## config.mk

```make
export PLATFORM = sky130hd
export DESIGN_NAME = cordic_result_serializer
export DESIGN_NICKNAME = d
export VERILOG_FILES = /design/src/rtl/cordic_result_serializer.sv
export SDC_FILE = /design/constraint.sdc
export NUM_CORES = 1
export LEC_CHECK = 0
export CAP_MARGIN = 20
export CORE_MARGIN = 2
export CORE_UTILIZATION = 53
export CTS_BUF_LIST = sky130_fd_sc_hd__clkbuf_4 sky130_fd_sc_hd__clkbuf_8 sky130_fd_sc_hd__clkbuf_16
export CTS_CLUSTER_SIZE = 28
export DETAILED_ROUTE_END_ITERATION = 16
export PLACE_DENSITY = 0.81
export SYNTH_ARGS = -nofsm -noshare
export SYNTH_HDL_FRONTEND = slang
export SYNTH_SLANG_ARGS = --single-unit
```

## constraint.sdc

```tcl
create_clock -name clk -period 2.6 [get_ports clk]
set_input_delay 0.26 -clock clk [delete_from_list [all_inputs] [get_ports clk]]
set_output_delay 0.26 -clock clk [all_outputs]
set_load 0.01 [all_outputs]
```

## src/rtl/cordic_result_serializer.sv

```systemverilog
// Output stage behind the CORDIC core: queues {phase, magnitude} results in a small
// FIFO and streams each one as six bytes, LSB first, over a valid/ready byte port.
module cordic_result_serializer #(
  parameter int DEPTH = 2,
  parameter int MAG_W = 16,
  parameter int PH_W  = 32
) (
  input  logic                       clk,
  input  logic                       rst,
  input  logic                       res_valid,
  output logic                       res_ready,
  input  logic [MAG_W-1:0]           res_mag,
  input  logic [PH_W-1:0]            res_phase,
  input  logic                       flush,
  output logic [7:0]                 out_data,
  output logic                       out_valid,
  input  logic                       out_ready,
  output logic [$clog2(DEPTH):0]     level,
  output logic                       busy
);

  localparam int AW = $clog2(DEPTH);
  localparam int LW = AW + 1;
  localparam int EW = MAG_W + PH_W;
  localparam int NBYTES = EW / 8;

  generate
    if (MAG_W != 16 || PH_W != 32) begin : g_bad_width
      $error("cordic_result_serializer: MAG_W must be 16 and PH_W must be 32");
    end
    if (DEPTH < 2 || (DEPTH & (DEPTH - 1)) != 0) begin : g_bad_depth
      $error("cordic_result_serializer: DEPTH must be a power of two >= 2");
    end
  endgenerate

  typedef enum logic {IDLE = 1'b0, SEND = 1'b1} state_t;

  state_t          state_q, state_d;
  logic [AW-1:0]   wr_ptr_q, wr_ptr_d;
  logic [AW-1:0]   rd_ptr_q, rd_ptr_d;
  logic [LW-1:0]   level_q, level_d;
  logic [2:0]      byte_idx_q, byte_idx_d;

  logic [EW-1:0]   mem_q [DEPTH];
  logic [EW-1:0]   head;
  logic [7:0]      head_bytes [NBYTES];

  logic            push, xfer, pop, empty, last_byte;

  assign empty     = (level_q == '0);
  assign res_ready = (level_q != LW'(DEPTH));
  assign out_valid = !empty;
  assign level     = level_q;
  assign busy      = (state_q == SEND);

  assign push      = res_valid && res_ready;
  assign xfer      = out_valid && out_ready;
  assign last_byte = (byte_idx_q == 3'(NBYTES - 1));
  assign pop       = xfer && last_byte;

  // Storage is data only; validity is tracked entirely by level/pointers.
  always_ff @(posedge clk) begin
    if (push) begin
      mem_q[wr_ptr_q] <= {res_phase, res_mag};
    end
  end

  assign head = mem_q[rd_ptr_q];

  genvar gi;
  generate
    for (gi = 0; gi < NBYTES; gi++) begin : g_bytes
      assign head_bytes[gi] = head[gi*8 +: 8];
    end
  endgenerate

  always_comb begin
    out_data = 8'h00;
    if (!empty) begin
      case (byte_idx_q)
        3'd0:    out_data = head_bytes[0];
        3'd1:    out_data = head_bytes[1];
        3'd2:    out_data = head_bytes[2];
        3'd3:    out_data = head_bytes[3];
        3'd4:    out_data = head_bytes[4];
        3'd5:    out_data = head_bytes[5];
        default: out_data = 8'h00;
      endcase
    end
  end

  always_comb begin
    state_d    = state_q;
    wr_ptr_d   = wr_ptr_q;
    rd_ptr_d   = rd_ptr_q;
    level_d    = level_q;
    byte_idx_d = byte_idx_q;
    if (flush) begin
      // Flush wins over any same-cycle push or byte transfer.
      state_d    = IDLE;
      wr_ptr_d   = '0;
      rd_ptr_d   = '0;
      level_d    = '0;
      byte_idx_d = '0;
    end else begin
      if (push) begin
        wr_ptr_d = wr_ptr_q + 1'b1;
      end
      if (xfer) begin
        if (last_byte) begin
          byte_idx_d = '0;
          rd_ptr_d   = rd_ptr_q + 1'b1;
        end else begin
          byte_idx_d = byte_idx_q + 3'd1;
        end
      end
      level_d = level_q + LW'(push) - LW'(pop);
      case (state_q)
        IDLE:    if (push) state_d = SEND;
        SEND:    if (pop && level_q == LW'(1) && !push) state_d = IDLE;
        default: state_d = IDLE;
      endcase
    end
  end

  always_ff @(posedge clk or posedge rst) begin
    if (rst) begin
      state_q    <= IDLE;
      wr_ptr_q   <= '0;
      rd_ptr_q   <= '0;
      level_q    <= '0;
      byte_idx_q <= '0;
    end else begin
      state_q    <= state_d;
      wr_ptr_q   <= wr_ptr_d;
      rd_ptr_q   <= rd_ptr_d;
      level_q    <= level_d;
      byte_idx_q <= byte_idx_d;
    end
  end

endmodule
```

==> results_tabular.tex, run 1 <==
\begin{tabular}{lr}
\hline
Metric & Value \\
\hline
\multicolumn{2}{l}{\textbf{Clock tree}} \\
Insertion delay of the later-clocked pin in the worst-skew pair & approximately 360 ps \\
Clock buffer count from CTS & 9 \\
Clock tree from TritonCTS & built \\
Clock Tree Root & clkbuf\_8 \\
Clock slew at the register clock pins of the worst setup and hold paths & around 90 ps \\
H-tree depth & 3 \\
Deepest clock path buffer count & 2 \\
Number of sinks handled by clock tree synthesis & $\sim$100 \\
\multicolumn{2}{l}{\textbf{Drt}} \\
Initial detailed-routing violation count & approximately 150 \\
Post-DR wirelength/cell & around 18 um \\
Per-cell via count in the routed design & between 5 and 6 \\
Number of design rule violations left after detail routing & 0 \\
DR pass1 iterations & 4 \\
Post-Route WL & between 7 and 8 mm \\
Count of vias placed by the detailed router & 2347 \\
Number of nets still failing antenna checks after routing & 0 \\
\multicolumn{2}{l}{\textbf{Critical path}} \\
Nature of the critical path endpoint & output pin \\
Crit start category & register \\
Critical path class & register to output pin \\
Arrival time of the worst setup path & between 2000 and 2500 ps \\
Critical-path maximum fanout & 8 \\
Critical path required time & between 2000 and 2500 ps \\
\multicolumn{2}{l}{\textbf{STA}} \\
Max transition margin & 76.7\% \\
Shortest clock period the worst path allows after layout & $\sim$2500 ps \\
Max Transition Viols Final & 0 \\
Post-Route Skew & 5.05 ps \\
Total of endpoints with negative setup slack in the final report & 0 \\
Endpoints failing hold & 0 \\
Crit share post-route & a little over nine tenths \\
Peak Freq & about 400 MHz \\
Tightest Pin Transition & 349 ps \\
\multicolumn{2}{l}{\textbf{Yosys}} \\
Synth unique cells & 29 \\
Net count of the mapped netlist & 300 \\
Share of synthesized area occupied by flip-flops and latches & 74.2\% \\
Number of instances in the synthesized netlist & around 240 \\
Netlist area before placement & a little over 4000 sq um \\
Area leader, netlist & edfxtp\_1 \\
Synth Area per Inst & about 17 sq um \\
Biggest area contributors in the synthesized netlist & edfxtp\_1 69\%, mux2i\_1 12\%, dfrtp\_1 4.8\% \\
Number of register bits inferred by synthesis & 104 \\
Proportion of netlist area held by the largest area contributor & around 70\% \\
Total of warnings raised by yosys & 0 \\
\multicolumn{2}{l}{\textbf{Power and ir drop}} \\
Switching power summed over all nets & 0.753 mW \\
Combinational share of power & roughly an eighth \\
Total power per unit cell area & between 600 and 700 nW/um\^{}2 \\
Maximum ir drop on the vdd rail & just over 0.0004 V \\
Static leakage & 1.66 nW \\
Proportion of total power due to net switching & 22.2\% \\
Cell Int Power & between 2 and 3 mW \\
Final Power & 3.39 mW \\
Clock power share & 28.8\% \\
Share of power burned in registers & 58.8\% \\
\multicolumn{2}{l}{\textbf{Floorplanning}} \\
Placeable core region & about 7600 sq um \\
Boundary Pins & 66 \\
Number of core rows & 32 \\
Die height & roughly 93 um \\
Die Wd & 92.5 um \\
Initial standard-cell utilization of the core & 54.3\% \\
Total Die Area & roughly 8600 sq um \\
\multicolumn{2}{l}{\textbf{Job}} \\
Max Cap Violations & 0 \\
\multicolumn{2}{l}{\textbf{Placed design}} \\
Input/output buffers & between 60 and 70 \\
Detailed placement HPWL & a little over 5 mm \\
Gpl congestion & 0.839 \\
\multicolumn{2}{l}{\textbf{Cells and area}} \\
Final antenna diode count & 0 \\
Synthesis-to-finish area growth & 25.5\% \\
Fraction of final layout cells sized beyond drive strength 1 & approximately an eighth \\
Number of nets in the layout & 371 \\
Commonest cells after routing, fill and taps aside & 96 x edfxtp\_1, 65 x clkdlybuf4s50\_1, 48 x mux2i\_1, 21 x o22ai\_1, 9 x clkbuf\_8 \\
Most frequent standard cell in the layout excluding fill and tap cells & edfxtp\_1 \\
Final Core Density & 68.2\% \\
Filler cell count in the final layout & 500 \\
\multicolumn{2}{l}{\textbf{Global routing}} \\
Leftover overflow at the end of global routing & 0 \\
Wire length of the first global-routing pass & $\sim$12 mm \\
Number of global-route vias before repair & between 2000 and 2500 \\
Maximum number of pins on one net before global-route repair & 49 \\
Gr usage total & a little under a fifth \\
Number of antenna violations at the first check in global routing & 0 \\
\multicolumn{2}{l}{\textbf{Min path}} \\
Classification of the worst-slack hold path & primary input to asynchronous set/reset pin \\
\multicolumn{2}{l}{\textbf{Status}} \\
Outcome & completed \\
\hline
\end{tabular}
final timing paths:
| kind | from | to | slack (ps) | cells after the start |
|---|---|---|---|---|
| hold / removal | rst | level[1]$_DFF_PP0_ | 140 | 2 |
| setup / recovery | byte_idx_q[1]$_DFFE_PP0P_ | out_data[0] | 110 | 4 |
| min in group clk | res_mag[2] | mem_q[0][2]$_DFFE_PP_ | 470 | 1 |
| max in group asynchronous | rst | byte_idx_q[2]$_DFFE_PP0P_ | 2200 | 2 |
| setup reg to reg | byte_idx_q[0]$_DFFE_PP0P_ | level[1]$_DFF_PP0_ | 740 | 10 |
| hold reg to reg | busy$_DFF_PP0_ | busy$_DFF_PP0_ | 590 | 2 |
critical path: stages, from the launching register on:
cell	delay (ps)
dfrtp_2	460
or3b_4	480
o22ai_1	230
o31a_1	180
clkdlybuf4s50_1	530
metrics by stage:
stage                     cell area [sq um]  TNS (ps)  setup WS, ps  hold slack (ps)  instances
after CTS                              5160         0          31.5              143        418
after global placement                 4950         0           362              540        403
after detailed placement               4950         0           298              543        403
final                                  5210         0           108              143        421
after floorplan                        4150         0           242             75.7        244
after global routing                   5210     -4.18         -4.18              190        421
cell families (layout without fill, tap and decap cells):
kind of cell | Yosys count | after routing | share of synthesized area (%)
compound gates | 43 | 43 | 7.08
xor+xnor | 3 | 3 | 0.633
fa+ha+maj | 3 | 3 | 0.904
buf+inv | 22 | 97 | 2.59
flops | 104 | 104 | 74.2
mux | 48 | 48 | 11.6
simple gates | 21 | 21 | 3.01
power groups by stage:
| stage | Combinational, mW | Clock, mW | Sequential [mW] |
|---|---|---|---|
| after global routing | 0.452 | 1.06 | 2.00 |
| after detailed placement | 0.403 | 0 | 2.03 |
| after CTS | 0.411 | 0.992 | 1.99 |
| after global placement | 0.396 | 0 | 2.02 |
| final | 0.421 | 0.975 | 1.99 |
| after floorplan | 0.187 | 0 | 2.02 |
timing repair:
item	4_1_cts	5_1_grt
hold buffers	0	0
gates resized for setup	7	8
buffers inserted	0	3
endpoints found under the hold margin	0	0
endpoints found under the setup margin	8	8
state kept, by name, summed over array words and instances, names as in the netlist:
name / flops
busy: 1
byte_idx_q: 3
level: 2
mem_q: 96
rd_ptr_q: 1
wr_ptr_q: 1
per-layer routing:
layer / share of wire, % / vias to the layer above / GRT usage (%)
li1: - / 1100 / -
met1: 42 / 1141 / 24.8
met2: 51 / 92 / 29.9
met3: 5.6 / 14 / 4.39
met4: 2.1 / 0 / 9.20
met5: 0 / - / 0
cell usage after synthesis:
cell / number
edfxtp_1: 96
mux2i_1: 48
o22ai_1: 24
inv_1: 9
o31a_1: 9
buf_2: 8
dfrtp_1: 8
nor2_1: 6
a21oi_1: 4
clkbuf_1: 3
ha_1: 3
or3b_1: 3
buf_6: 2
nand2_1: 2
nand3b_1: 2
o21ai_0: 2
or3_1: 2
xor2_1: 2
a211oi_1: 1
a21bo_2: 1
and3_1: 1
nand2b_1: 1
nor2b_1: 1
o21ai_2: 1
o41ai_1: 1
or2_2: 1
or3b_2: 1
or4_1: 1
xnor2_1: 1
area by class of cell:
class | count | area, sq um | share of cell area (%)
clock buffer | 11 | 139 | 2.66
clock inverter | 4 | 53.8 | 1.03
sequential | 104 | 3090 | 59.2
inverter | 9 | 36.3 | 0.696
timing repair buffer | 73 | 761 | 14.6
tap | 102 | 128 | 2.45
multi-input combinational | 118 | 1010 | 19.3
Power figures use the tool's default switching activity.
==> run 2: changes to the inputs <==
Settings changed: REMOVE_ABC_BUFFERS set to 1.
==> run 2 against run 1 <==
Die area stayed put. Final cell count is 0.24% higher. Clock power is 8% higher. Via count hardly changed. Global-route usage is 0.37 points lower. Non-clock buffer count stayed put. Clock skew is 3.4 ps higher. Highest routed layer unchanged. Clock-buffer cell count is 2 lower. Wire length is 0.80% lower.
==> results_tabular.tex, run 2 (synthesized netlist as in run 1, its figures left out) <==
\begin{tabular}{lr}
\hline
Metric & Value \\
\hline
\multicolumn{2}{l}{\textbf{Drt}} \\
DR pass1 iterations & 4 \\
Number of design rule violations left after detail routing & 0 \\
Per-cell via count in the routed design & approximately 5.6 \\
Post-DR wirelength/cell & about 18 um \\
Count of vias placed by the detailed router & 2349 \\
Initial detailed-routing violation count & 144 \\
Number of nets still failing antenna checks after routing & 0 \\
Post-Route WL & 7.68 mm \\
\multicolumn{2}{l}{\textbf{Critical path}} \\
Critical Path Max Stage Delay & between 500 and 600 ps \\
Source of the worst register-to-register timing path & byte\_idx\_q[1]\$\_DFFE\_PP0P\_ \\
Critical-path maximum fanout & 8 \\
Chain of cells forming the critical path & or3b\_4, o22ai\_1, o31a\_1, clkdlybuf4s50\_1 \\
Worst R2R Setup Slack & 810 ps \\
Worst flop-to-flop path endpoint & level[0]\$\_DFF\_PP0\_ \\
Crit start category & register \\
Critical Path Sink & out\_data[5] \\
Critical path required time & about 2300 ps \\
Arrival time of the worst setup path & around 2300 ps \\
Nature of the critical path endpoint & output pin \\
Cells on worst reg2reg path & 8 \\
Worst Setup SP & byte\_idx\_q[1]\$\_DFFE\_PP0P\_ \\
Critical path class & register to output pin \\
Crit-path slowest cell & clkdlybuf4s50\_1 \\
\multicolumn{2}{l}{\textbf{Cells and area}} \\
Number of nets in the layout & roughly 370 \\
Synthesis-to-finish area growth & 25.4\% \\
Cell area after layout & $\sim$5200 sq um \\
Register name with the most flops & mem\_q \\
Layout Cells excl Fill & 422 \\
Fraction of final layout cells sized beyond drive strength 1 & 12.8\% \\
Flip-flop count of the largest register, all copies and words added & 96 \\
Most frequent standard cell in the layout excluding fill and tap cells & edfxtp\_1 \\
Commonest cells after routing, fill and taps aside & 96 x edfxtp\_1, 65 x clkdlybuf4s50\_1, 48 x mux2i\_1, 24 x o22ai\_1, 9 x clkbuf\_8 \\
Filler cell count in the final layout & 501 \\
Final antenna diode count & 0 \\
\multicolumn{2}{l}{\textbf{Floorplanning}} \\
Boundary Pins & 66 \\
Initial standard-cell utilization of the core & 54.3\% \\
Die height & between 90 and 100 um \\
Die Wd & approximately 90 um \\
Number of core rows & 32 \\
Placeable core region & 7650 sq um \\
Total Die Area & around 8600 sq um \\
\multicolumn{2}{l}{\textbf{Placed design}} \\
Pre-CTS worst setup slack & approximately 300 ps \\
Gpl congestion & 0.766 \\
Input/output buffers & 65 \\
Placed cell count & around 400 \\
Placed cell areas & about 4900 sq um \\
Detailed placement HPWL & $\sim$4.9 mm \\
\multicolumn{2}{l}{\textbf{Global routing}} \\
Wire length of the first global-routing pass & 11.8 mm \\
Maximum number of pins on one net before global-route repair & 49 \\
Leftover overflow at the end of global routing & 0 \\
Gr usage total & between 10\% and 20\% \\
Number of antenna violations at the first check in global routing & 0 \\
Number of global-route vias before repair & 2356 \\
\multicolumn{2}{l}{\textbf{Clock tree}} \\
H-tree depth & 3 \\
Deepest clock path buffer count & 2 \\
Number of sinks handled by clock tree synthesis & 104 \\
Clock slew at the register clock pins of the worst setup and hold paths & $\sim$100 ps \\
Clock tree from TritonCTS & built \\
Clock Tree Root & clkbuf\_8 \\
CTS Hold Bufs & 0 \\
Clock buffer count from CTS & 9 \\
Insertion delay of the later-clocked pin in the worst-skew pair & roughly 370 ps \\
\multicolumn{2}{l}{\textbf{STA}} \\
Shortest clock period the worst path allows after layout & between 2000 and 3000 ps \\
Crit share post-route & between 90\% and 100\% \\
Post-Route Skew & around 8.4 ps \\
Post-layout worst setup margin & approximately 92 ps \\
Setup repair after global routing missed its margin & false \\
Tightest Pin Transition & roughly 410 ps \\
Setup TNS & 0 ps \\
Peak Freq & between 300 and 400 MHz \\
Endpoints failing hold & 0 \\
Max Transition Viols Final & 0 \\
Max transition margin & $\sim$73\% \\
Total of endpoints with negative setup slack in the final report & 0 \\
\multicolumn{2}{l}{\textbf{Power and ir drop}} \\
Switching power summed over all nets & between 0.8 and 0.9 mW \\
Cell Int Power & between 2 and 3 mW \\
Combinational share of power & 11.9\% \\
Proportion of total power due to net switching & about a quarter \\
Final Power & approximately 3.5 mW \\
Clock power share & roughly 30\% \\
Static leakage & between 1.5 and 2 nW \\
Share of power burned in registers & 57.7\% \\
Total power per unit cell area & between 600 and 700 nW/um\^{}2 \\
Maximum ir drop on the vdd rail & 0.000397 V \\
\multicolumn{2}{l}{\textbf{Min path}} \\
Classification of the worst-slack hold path & primary input to asynchronous set/reset pin \\
\multicolumn{2}{l}{\textbf{Job}} \\
Max Cap Violations & 0 \\
\multicolumn{2}{l}{\textbf{Status}} \\
Outcome & completed \\
\hline
\end{tabular}
## run 2: final cells by class
type                       count  area [sq um]  share of cell area [%]
tap                          102           128                    2.45
multi-input combinational    118           988                    19.0
clock buffer                   9           124                    2.38
sequential                   104          3090                    59.3
timing repair buffer          73           761                    14.6
clock inverter                 7          83.8                    1.61
inverter                       9          36.3                   0.697
## run 2: per-layer routing
layer | share of wire, % | GRT usage, %
met5 | 0 | 0
met4 | 1.2 | 6.34
met3 | 5.1 | 4.23
met1 | 43 | 24.3
met2 | 51 | 30.6
## run 2: worst min-delay path by stage
stage / to / slack [ps] / cells past startpoint / from
2_1_floorplan: busy$_DFF_PP0_ / 80 / 1 / rst
3_3_place_gp: busy$_DFF_PP0_ / 540 / 2 / rst
3_5_place_dp: busy$_DFF_PP0_ / 540 / 2 / rst
6_report: byte_idx_q[1]$_DFFE_PP0P_ / 140 / 2 / rst
4_1_cts: busy$_DFF_PP0_ / 140 / 2 / rst
5_1_grt: byte_idx_q[0]$_DFFE_PP0P_ / 160 / 2 / rst
## run 2: repair_timing
action | in CTS | in global routing
resized for setup | 3 | 9
cloned | 0 | 0
setup endpoints to repair | 8 | 8
buffers inserted | 0 | 3
## run 2: critical path, delay by kind of cell, from the launching register on
kind / cells / cell delay (ps)
buffers and inverters: 1 / 540
AOI/OAI and AO/OA: 2 / 390
and+or+nand+nor: 1 / 490
DFF: 1 / 460
## run 2: power by group through the flow
stage / Sequential [mW] / Combinational, mW / Clock [mW]
2_1_floorplan: 2.03 / 0.174 / 0
3_3_place_gp: 2.02 / 0.392 / 0
3_5_place_dp: 2.03 / 0.400 / 0
4_1_cts: 1.99 / 0.403 / 1.06
5_1_grt: 2.00 / 0.446 / 1.13
6_report: 1.99 / 0.411 / 1.05
## run 2: through the flow
step | util [%] | hold WS (ps)
2_1_floorplan | - | 75.7
3_3_place_gp | 64.7 | 539
3_5_place_dp | 64.7 | 541
4_1_cts | 67.5 | 143
5_1_grt | 68.1 | 157
6_report | 68.1 | 136
==> run 3: changes to the inputs <==
Settings changed: CORE_ASPECT_RATIO set to 0.7, CORE_MARGIN 2 to unset.
==> run 3 against run 2 <==
Non-clock buffer count is 4 higher. Hold slack improved by 9.2 ps. Clock skew shrank 0.83 ps. Critical endpoint is now out_data[3]. Largest power group unchanged.
==> results_tabular.tex, run 3 (synthesized netlist as in run 1, its figures left out) <==
\begin{tabular}{lr}
\hline
Metric & Value \\
\hline
\multicolumn{2}{l}{\textbf{Status}} \\
Outcome & completed \\
\multicolumn{2}{l}{\textbf{Critical path}} \\
Cell family with the largest share of critical-path delay & buffers and inverters \\
Source of the worst register-to-register timing path & byte\_idx\_q[1]\$\_DFFE\_PP0P\_ \\
Critical Path Max Stage Delay & $\sim$540 ps \\
Chain of cells forming the critical path & inv\_1, nor2\_1, ha\_2, o31a\_1, buf\_4, o31a\_1, clkdlybuf4s50\_1 \\
Most numerous cell on the critical path & o31a\_1 \\
Critical-path maximum fanout & 8 \\
Critical path class & register to output pin \\
Crit start category & register \\
Arrival time of the worst setup path & $\sim$2300 ps \\
WP buf/inv & 3 \\
Nature of the critical path endpoint & output pin \\
Crit-path slowest cell & clkdlybuf4s50\_1 \\
Critical path required time & 2340 ps \\
Worst Setup SP & byte\_idx\_q[0]\$\_DFFE\_PP0P\_ \\
\multicolumn{2}{l}{\textbf{STA}} \\
Tightest Pin Transition & between 300 and 400 ps \\
Endpoints failing hold & 0 \\
Post-Route Skew & 7.58 ps \\
Shortest clock period the worst path allows after layout & approximately 2500 ps \\
Hold slack & 146 ps \\
Max transition margin & between 70\% and 80\% \\
Total of endpoints with negative setup slack in the final report & 0 \\
Peak Freq & between 300 and 400 MHz \\
Max Transition Viols Final & 0 \\
Crit share post-route & 96.6\% \\
Setup TNS & 0 ps \\
\multicolumn{2}{l}{\textbf{Cells and area}} \\
Synthesis-to-finish area growth & 24.6\% \\
Number of nets in the layout & about 380 \\
Final antenna diode count & 0 \\
Most frequent standard cell in the layout excluding fill and tap cells & edfxtp\_1 \\
Layout Cells excl Fill & 422 \\
Flip-flop count of the largest register, all copies and words added & 96 \\
Register name with the most flops & mem\_q \\
Commonest cells after routing, fill and taps aside & 96 x edfxtp\_1, 63 x clkdlybuf4s50\_1, 48 x mux2i\_1, 24 x o22ai\_1, 10 x buf\_4 \\
Fraction of final layout cells sized beyond drive strength 1 & between 10\% and 20\% \\
\multicolumn{2}{l}{\textbf{Clock tree}} \\
Number of sinks handled by clock tree synthesis & 104 \\
Insertion delay of the later-clocked pin in the worst-skew pair & between 300 and 400 ps \\
Clock tree from TritonCTS & built \\
H-tree depth & 3 \\
Deepest clock path buffer count & 2 \\
Clock Tree Root & clkbuf\_8 \\
Clock slew at the register clock pins of the worst setup and hold paths & approximately 90 ps \\
Clock buffer count from CTS & 9 \\
\multicolumn{2}{l}{\textbf{Global routing}} \\
Number of global-route vias before repair & approximately 2500 \\
Leftover overflow at the end of global routing & 0 \\
Maximum number of pins on one net before global-route repair & a little over 50 \\
Number of antenna violations at the first check in global routing & 0 \\
Gr usage total & between 20 and 25\% \\
Wire length of the first global-routing pass & $\sim$12 mm \\
\multicolumn{2}{l}{\textbf{Drt}} \\
Post-DR wirelength/cell & 19.3 um \\
Number of nets still failing antenna checks after routing & 0 \\
Per-cell via count in the routed design & approximately 5.6 \\
Initial detailed-routing violation count & around 120 \\
Number of design rule violations left after detail routing & 0 \\
Count of vias placed by the detailed router & $\sim$2400 \\
Post-Route WL & approximately 8.2 mm \\
DR pass1 iterations & 4 \\
\multicolumn{2}{l}{\textbf{Floorplanning}} \\
Boundary Pins & 66 \\
Die height & between 70 and 80 um \\
Number of core rows & 26 \\
Die Wd & between 100 and 150 um \\
Total Die Area & 8200 sq um \\
Initial standard-cell utilization of the core & between 50\% and 60\% \\
Placeable core region & about 7400 sq um \\
\multicolumn{2}{l}{\textbf{Placed design}} \\
Detailed placement HPWL & approximately 5.2 mm \\
Input/output buffers & 65 \\
Placed cell count & 400 \\
Gpl congestion & about 0.74 \\
\multicolumn{2}{l}{\textbf{Min path}} \\
Classification of the worst-slack hold path & primary input to asynchronous set/reset pin \\
\multicolumn{2}{l}{\textbf{Power and ir drop}} \\
Static leakage & approximately 1.7 nW \\
Maximum ir drop on the vdd rail & between 0.0003 and 0.0004 V \\
Final Power & roughly 3.3 mW \\
Total power per unit cell area & 631 nW/um\^{}2 \\
\multicolumn{2}{l}{\textbf{Job}} \\
Max Cap Violations & 0 \\
\hline
\end{tabular}
## run 3: worst register-to-register path: cells and delay by family, from the launching register on
family,cells,cell delay [ps]
simple gates,3,510
fa+ha+maj,2,470
flops,1,460
buf+inv,2,290
## run 3: path summary, 6_finish.rpt
kind / depth (start not counted) / end / slack [ps]
setup / recovery: 7 / out_data[3] / 90
hold / removal: 2 / level[1]$_DFF_PP0_ / 150
setup reg to reg: 7 / level[0]$_DFF_PP0_ / 770
hold reg to reg: 2 / busy$_DFF_PP0_ / 570
max in group asynchronous: 2 / byte_idx_q[1]$_DFFE_PP0P_ / 2190
min in group clk: 1 / mem_q[0][13]$_DFFE_PP_ / 470
## run 3: area by class of cell
| type | count | area (sq um) |
|---|---|---|
| Timing Repair Buffer | 77 | 783 |
| Multi-Input combinational cell | 118 | 980 |
| Clock buffer | 10 | 131 |
| Fill cell | 514 | 2270 |
| Sequential cell | 104 | 3090 |
| Inverter | 9 | 36.3 |
| Clock inverter | 6 | 36.3 |
| Tap cell | 98 | 123 |
## run 3: routing by layer
layer	track usage, %	part of all wire (%)	vias up
met3	5.22	7.5	6
met1	26.9	42	1136
li1	-	-	1108
met4	7.26	0.80	0
met5	0	0	-
met2	32.9	50	103
## run 3: what timing repair did
action                                  CTS  global route
gates resized for setup                   6             7
setup buffers                             2             3
gates cloned                              0             1
pin swaps                                 1             0
endpoints found under the setup margin    8             8
hold buffers                              0             0
## run 3: through the flow
| step | worst slack [ps] | utilization, % | instance area [sq um] |
|---|---|---|---|
| after floorplan | -94.8 | - | 4080 |
| after global placement | 407 | 66.0 | 4910 |
| after detailed placement | 320 | 66.0 | 4910 |
| after CTS | 10.8 | 68.6 | 5110 |
| after global routing | -26.6 | 69.5 | 5180 |
| final | 88.5 | 69.5 | 5180 |
## run 3: power by group
group,switching [mW],internal (mW)
sequential,0.0398,1.96
combinational,0.203,0.209
clock,0.504,0.354
